--- config.mk ---
export PLATFORM = sky130hd
export DESIGN_NAME = mest_result_collector
export DESIGN_NICKNAME = d
export VERILOG_FILES = /design/src/rtl/mest_result_collector.sv
export SDC_FILE = /design/constraint.sdc
export NUM_CORES = 1
export LEC_CHECK = 0
export ABC_AREA = 1
export CAP_MARGIN = 25
export CORE_ASPECT_RATIO = 1.1
export CORE_UTILIZATION = 63
export CTS_CLUSTER_DIAMETER = 200
export DETAILED_ROUTE_END_ITERATION = 7
export PLACE_DENSITY = 0.85
export SYNTH_ARGS = -nofsm -noshare
export SYNTH_HDL_FRONTEND = slang
export SYNTH_SLANG_ARGS = --single-unit
--- constraint.sdc ---
create_clock -name clk -period 7.1 [get_ports clk]
set_clock_uncertainty 0.2 [all_clocks]
set_input_delay 0.71 -clock clk [delete_from_list [all_inputs] [get_ports clk]]
set_output_delay 0.71 -clock clk [all_outputs]
set_load 0.02 [all_outputs]
--- src/rtl/mest_result_collector.sv ---
// Result collector: a first-word-fall-through FIFO for processor results, with running
// count, checksum and a drop flag, plus a phase FSM that reports when the program has drained.
module mest_result_collector #(
   parameter int unsigned DEPTH  = 16,
   parameter int unsigned DATA_W = 8,
   parameter int unsigned CNT_W  = 16
) (
   input  logic                     clk,
   input  logic                     i_reset_n,
   input  logic [DATA_W-1:0]        i_result,
   input  logic                     i_valid_result,
   input  logic                     i_carry,
   input  logic                     i_zero_flag,
   input  logic                     i_all_done,
   output logic [DATA_W+1:0]        o_rd_data,
   output logic                     o_rd_valid,
   input  logic                     i_rd_ready,
   output logic [$clog2(DEPTH):0]   o_count,
   output logic                     o_full,
   output logic                     o_overflow,
   output logic [CNT_W-1:0]         o_total,
   output logic [CNT_W-1:0]         o_checksum,
   output logic                     o_done
);

   localparam int unsigned AW = $clog2(DEPTH);
   localparam logic [AW:0] FullCnt = (AW+1)'(DEPTH);

   typedef enum logic [1:0] {StIdle, StCollect, StDrain, StDone} state_e;

   state_e                state_q, state_d;
   logic [AW-1:0]         wr_ptr_q, rd_ptr_q;
   logic [AW:0]           count_q, count_d;
   logic                  overflow_q;
   logic [CNT_W-1:0]      total_q, checksum_q;
   logic [DATA_W+1:0]     mem_q [DEPTH];

   logic                  push, pop;

   // Status outputs come straight from registers so no input can glitch them.
   assign o_rd_valid = (count_q != '0);
   assign o_full     = (count_q == FullCnt);
   assign o_count    = count_q;
   assign o_done     = (state_q == StDone);
   assign o_overflow = overflow_q;
   assign o_total    = total_q;
   assign o_checksum = checksum_q;
   assign o_rd_data  = mem_q[rd_ptr_q];

   // A full FIFO still accepts a push when the head leaves on the same edge.
   assign pop  = o_rd_valid && i_rd_ready;
   assign push = i_valid_result && (state_q != StDone) && (!o_full || pop);

   always_comb begin
      count_d = count_q;
      if (push && !pop) begin
         count_d = count_q + (AW+1)'(1);
      end else if (pop && !push) begin
         count_d = count_q - (AW+1)'(1);
      end
   end

   always_comb begin
      state_d = state_q;
      unique case (state_q)
         StIdle: begin
            if (i_all_done) begin
               state_d = StDrain;
            end else if (push) begin
               state_d = StCollect;
            end
         end
         StCollect: begin
            if (i_all_done) begin
               state_d = StDrain;
            end
         end
         StDrain: begin
            if (count_d == '0) begin
               state_d = StDone;
            end
         end
         StDone: state_d = StDone;
         default: state_d = StIdle;
      endcase
   end

   always_ff @(posedge clk) begin
      if (!i_reset_n) begin
         state_q    <= StIdle;
         wr_ptr_q   <= '0;
         rd_ptr_q   <= '0;
         count_q    <= '0;
         overflow_q <= 1'b0;
         total_q    <= '0;
         checksum_q <= '0;
      end else begin
         state_q <= state_d;
         count_q <= count_d;
         if (push) begin
            wr_ptr_q   <= wr_ptr_q + AW'(1);
            checksum_q <= checksum_q + CNT_W'(i_result);
            if (total_q != '1) begin
               total_q <= total_q + CNT_W'(1);
            end
         end
         if (pop) begin
            rd_ptr_q <= rd_ptr_q + AW'(1);
         end
         if (i_valid_result && !push) begin
            overflow_q <= 1'b1;
         end
      end
   end

   // Storage needs no reset; entries are only visible once written.
   always_ff @(posedge clk) begin
      if (i_reset_n && push) begin
         mem_q[wr_ptr_q] <= {i_carry, i_zero_flag, i_result};
      end
   end

endmodule

==> metrics.txt <==
TritonCTS clock tree=built; CP max-delay cell=dfxtp_4; fin. max-slew vios=0; H-tree depth=1; required time worst endpoint=6.19 ns; EDFF count, synth=160; RSZ-0062 raised after global routing=no; Period minus WS final=4.30 ns; post-CTS sizing=0; buffers plus inverters on the worst setup path=2; die width=118 um; clk_lat worst skew=0.50 ns; P_int=2.32 mW; Hold Path Sink=o_total[8]; WP data arrival=3.39 ns; Synthesis Warnings=0; clock-pin slew on the worst setup and hold paths=0.06 ns; net switching power figure=1.04 mW; Seq cells post-synth=212; Hold Path Depth=2; GR Overflow Total=0; worst-path fanout max=73; LEAKAGE=3.90 nW; first-pass iteration count of the detailed router=7; Relative slew margins=0.318; Die ar.=0.0153 mm2; setup TNS=0 ns; post-synthesis cell type count=46; antenna violations before repair=0; area delta synth->final=15.9%; Worst setup SP type=flop; Critical Path Sink Type=output pin; post-route ant nets=0; Fin. Hold Viols=0; syn avg cell area=11.0 um2; initial drt markers=636; std cell rows=46; via count=6,405; GP Congestion=0.884; Logic pwr share=0.260; switching share of power=0.310; total wire length=20,200 um; Port-buffer cells=65; FF-to-FF setup slack=3.95 ns; final net count=942; cell count after synthesis=844; register area share after synthesis=0.628; Setup WS post-layout=2.80 ns; setup bufs post-CTS=0; clock tree buffer depth=3; Post-CTS Hold Buffers=0; VDD IR max=0.000291 V; Final period util=0.605; DR WL/cell=18.1 um; family with the most delay on the worst path=buffers and inverters; top-level port count=66; n_diodes=0; worst slack at placement=3.03 ns; Reg2Reg Launch Point=o_count[0]; DR vias/cell=5.74; number of remaining DRC errors=0; DPL Wire Length=12,800 um; origin of the worst min-delay path=o_total[8]; layout cell share with drive strength beyond 1=0.0779; DIE HEIGHT=130 um; Cell Area, Synth=0.00932 mm2; fillcell total=941; total power=3.35 mW; Hold Path Class=reg2reg; share of power burned in registers=0.438; status=finished clean; Initial Utilization=0.645; GRT Overall Usage=0.268; worst r2r dst=mem_q[7][4]; Worst R2R Path Depth=9; core area=0.0144 mm2; largest net degree at the start of global routing=74; crit-path cells=buf_4 > mux2i_1 > o211ai_1 > nand3_1 > nand2_1 > clkdlybuf4s50_1; Clock Sinks=212; Post-Syn Nets=876; crit-path max cell delay=0.87 ns; critical path type=reg2out; first-pass GRT wire length=31,100 um; Async S/R FF share, synth=0; total of max-cap violations=0; root buffer cell=clkbuf_16; Worst Tran Pin Value=1.02 ns; CTS Buf Count=20; Most used DFF post-synth=edfxtp_1; vias in the first global route=5,931; Clock Power Share=0.302; final setup vio count=0; Power Density=311 mW/mm2; fmax=233 MHz
## per-layer routing
metal	wire [um]	track usage	share of wire	vias to the layer above
met5	0	0	0	-
met4	673	0.111	0.033	0
met3	1340	0.0264	0.066	47
li1	-	-	-	3101
met2	9930	0.465	0.49	260
met1	8270	0.350	0.41	2997
## Yosys cell counts, types with 3 or more instances
| cell type | number | area (um2) |
|---|---|---|
| nor3_1 | 17 | 85.1 |
| inv_2 | 5 | 18.8 |
| o21ai_1 | 7 | 35.0 |
| a21oi_1 | 75 | 375 |
| nor2_1 | 57 | 214 |
| xnor2_1 | 7 | 61.3 |
| o21ai_0 | 68 | 340 |
| buf_1 | 4 | 15.0 |
| xor2_1 | 7 | 61.3 |
| ha_1 | 16 | 200 |
| nor4_1 | 3 | 18.8 |
| nand2_1 | 96 | 360 |
| edfxtp_1 | 160 | 4800 |
| dfxtp_1 | 52 | 1040 |
| mux2i_1 | 40 | 400 |
| clkbuf_1 | 21 | 78.8 |
| nand4_1 | 9 | 56.3 |
| buf_6 | 3 | 33.8 |
| inv_1 | 90 | 338 |
| buf_2 | 8 | 40.0 |
| o211ai_1 | 40 | 300 |
| nand3_2 | 3 | 30.0 |
| nand3_1 | 27 | 135 |
## layout by cell type, fill, tap and decap left out, types with 15 or more instances in the layout
cell type / Yosys / final
mux2i_1: 40 / 40
clkdlybuf4s50_1: 0 / 65
o21ai_0: 68 / 68
ha_1: 16 / 16
edfxtp_1: 160 / 160
nand3_1: 27 / 27
o211ai_1: 40 / 40
a21oi_1: 75 / 75
clkbuf_16: 0 / 21
dfxtp_1: 52 / 51
nor2_1: 57 / 57
inv_1: 90 / 90
nor3_1: 17 / 15
nand2_1: 96 / 96
## registers in the layout (all words and copies together), names as in the netlist, named ones only
name	cells
mem_q	160
o_checksum	16
o_total	16
o_count	5
rd_ptr_q	4
wr_ptr_q	4
state_q	2
o_overflow	1
## cells by family after synthesis
logic type,after synthesis,synth area share
xor gates and xnor gates,14,0.0132
DFF,212,0.628
and+or+nand+nor,227,0.113
muxes,40,0.0430
adders and majority gates,17,0.0236
buffers and inverters,135,0.0586
AOI/OAI and AO/OA,199,0.121
## stage by stage
| step | hold WS, ns | instances | utilization | cell area (um2) |
|---|---|---|---|---|
| global placement | 0.269 | 1077 | 0.702 | 10100 |
| CTS | 0.294 | 1114 | 0.746 | 10800 |
| detailed placement | 0.279 | 1078 | 0.702 | 10100 |
| finish | 0.293 | 1116 | 0.747 | 10800 |
| global route | 0.327 | 1116 | 0.747 | 10800 |
| floorplan | 0.260 | 844 | - | 9320 |
## power by group through the flow
stage / combinational [mW] / clock, mW / sequential, mW
after global placement: 0.838 / 0 / 1.49
after floorplan: 0.603 / 0 / 1.45
after CTS: 0.869 / 1.02 / 1.47
after detailed placement: 0.860 / 0 / 1.49
after global routing: 0.944 / 1.06 / 1.48
final: 0.871 / 1.01 / 1.47
## how the worst max path moves through the flow
stage / cells past startpoint / slack, ns / from / endpoint
floorplan: 10 / 4.13 / o_count[0] / mem_q[13][0]
global placement: 5 / 3.07 / i_reset_n / mem_q[9][2]
detailed placement: 5 / 3.03 / i_reset_n / mem_q[9][2]
CTS: 6 / 2.83 / flop / o_rd_data[2]
global route: 6 / 2.66 / flop / o_rd_data[8]
finish: 6 / 2.80 / flop / o_rd_data[8]
## final cells by class
type                    count  area [um2]  share of cell area
inverters                  98         370              0.0343
flip-flops and latches    212        5850               0.542
well taps                 192         240              0.0223
clock buffers              31         613              0.0568
clock inverters             5        22.5             0.00209
multi-input cells         497        2930               0.272
repair buffers             81         766              0.0709
## worst reg2reg max path, cell delays in order (launching register included)
cell and delay, ns:
dfxtp_1 0.44, inv_1 0.12, ha_1 0.31, nand3_2 0.15, inv_2 0.05, nand2_1 0.06, nand2_2 0.20, inv_2 0.36
nand2_2 0.18, nor3_2 0.71
No activity file was read; power rests on OpenSTA's default activity.
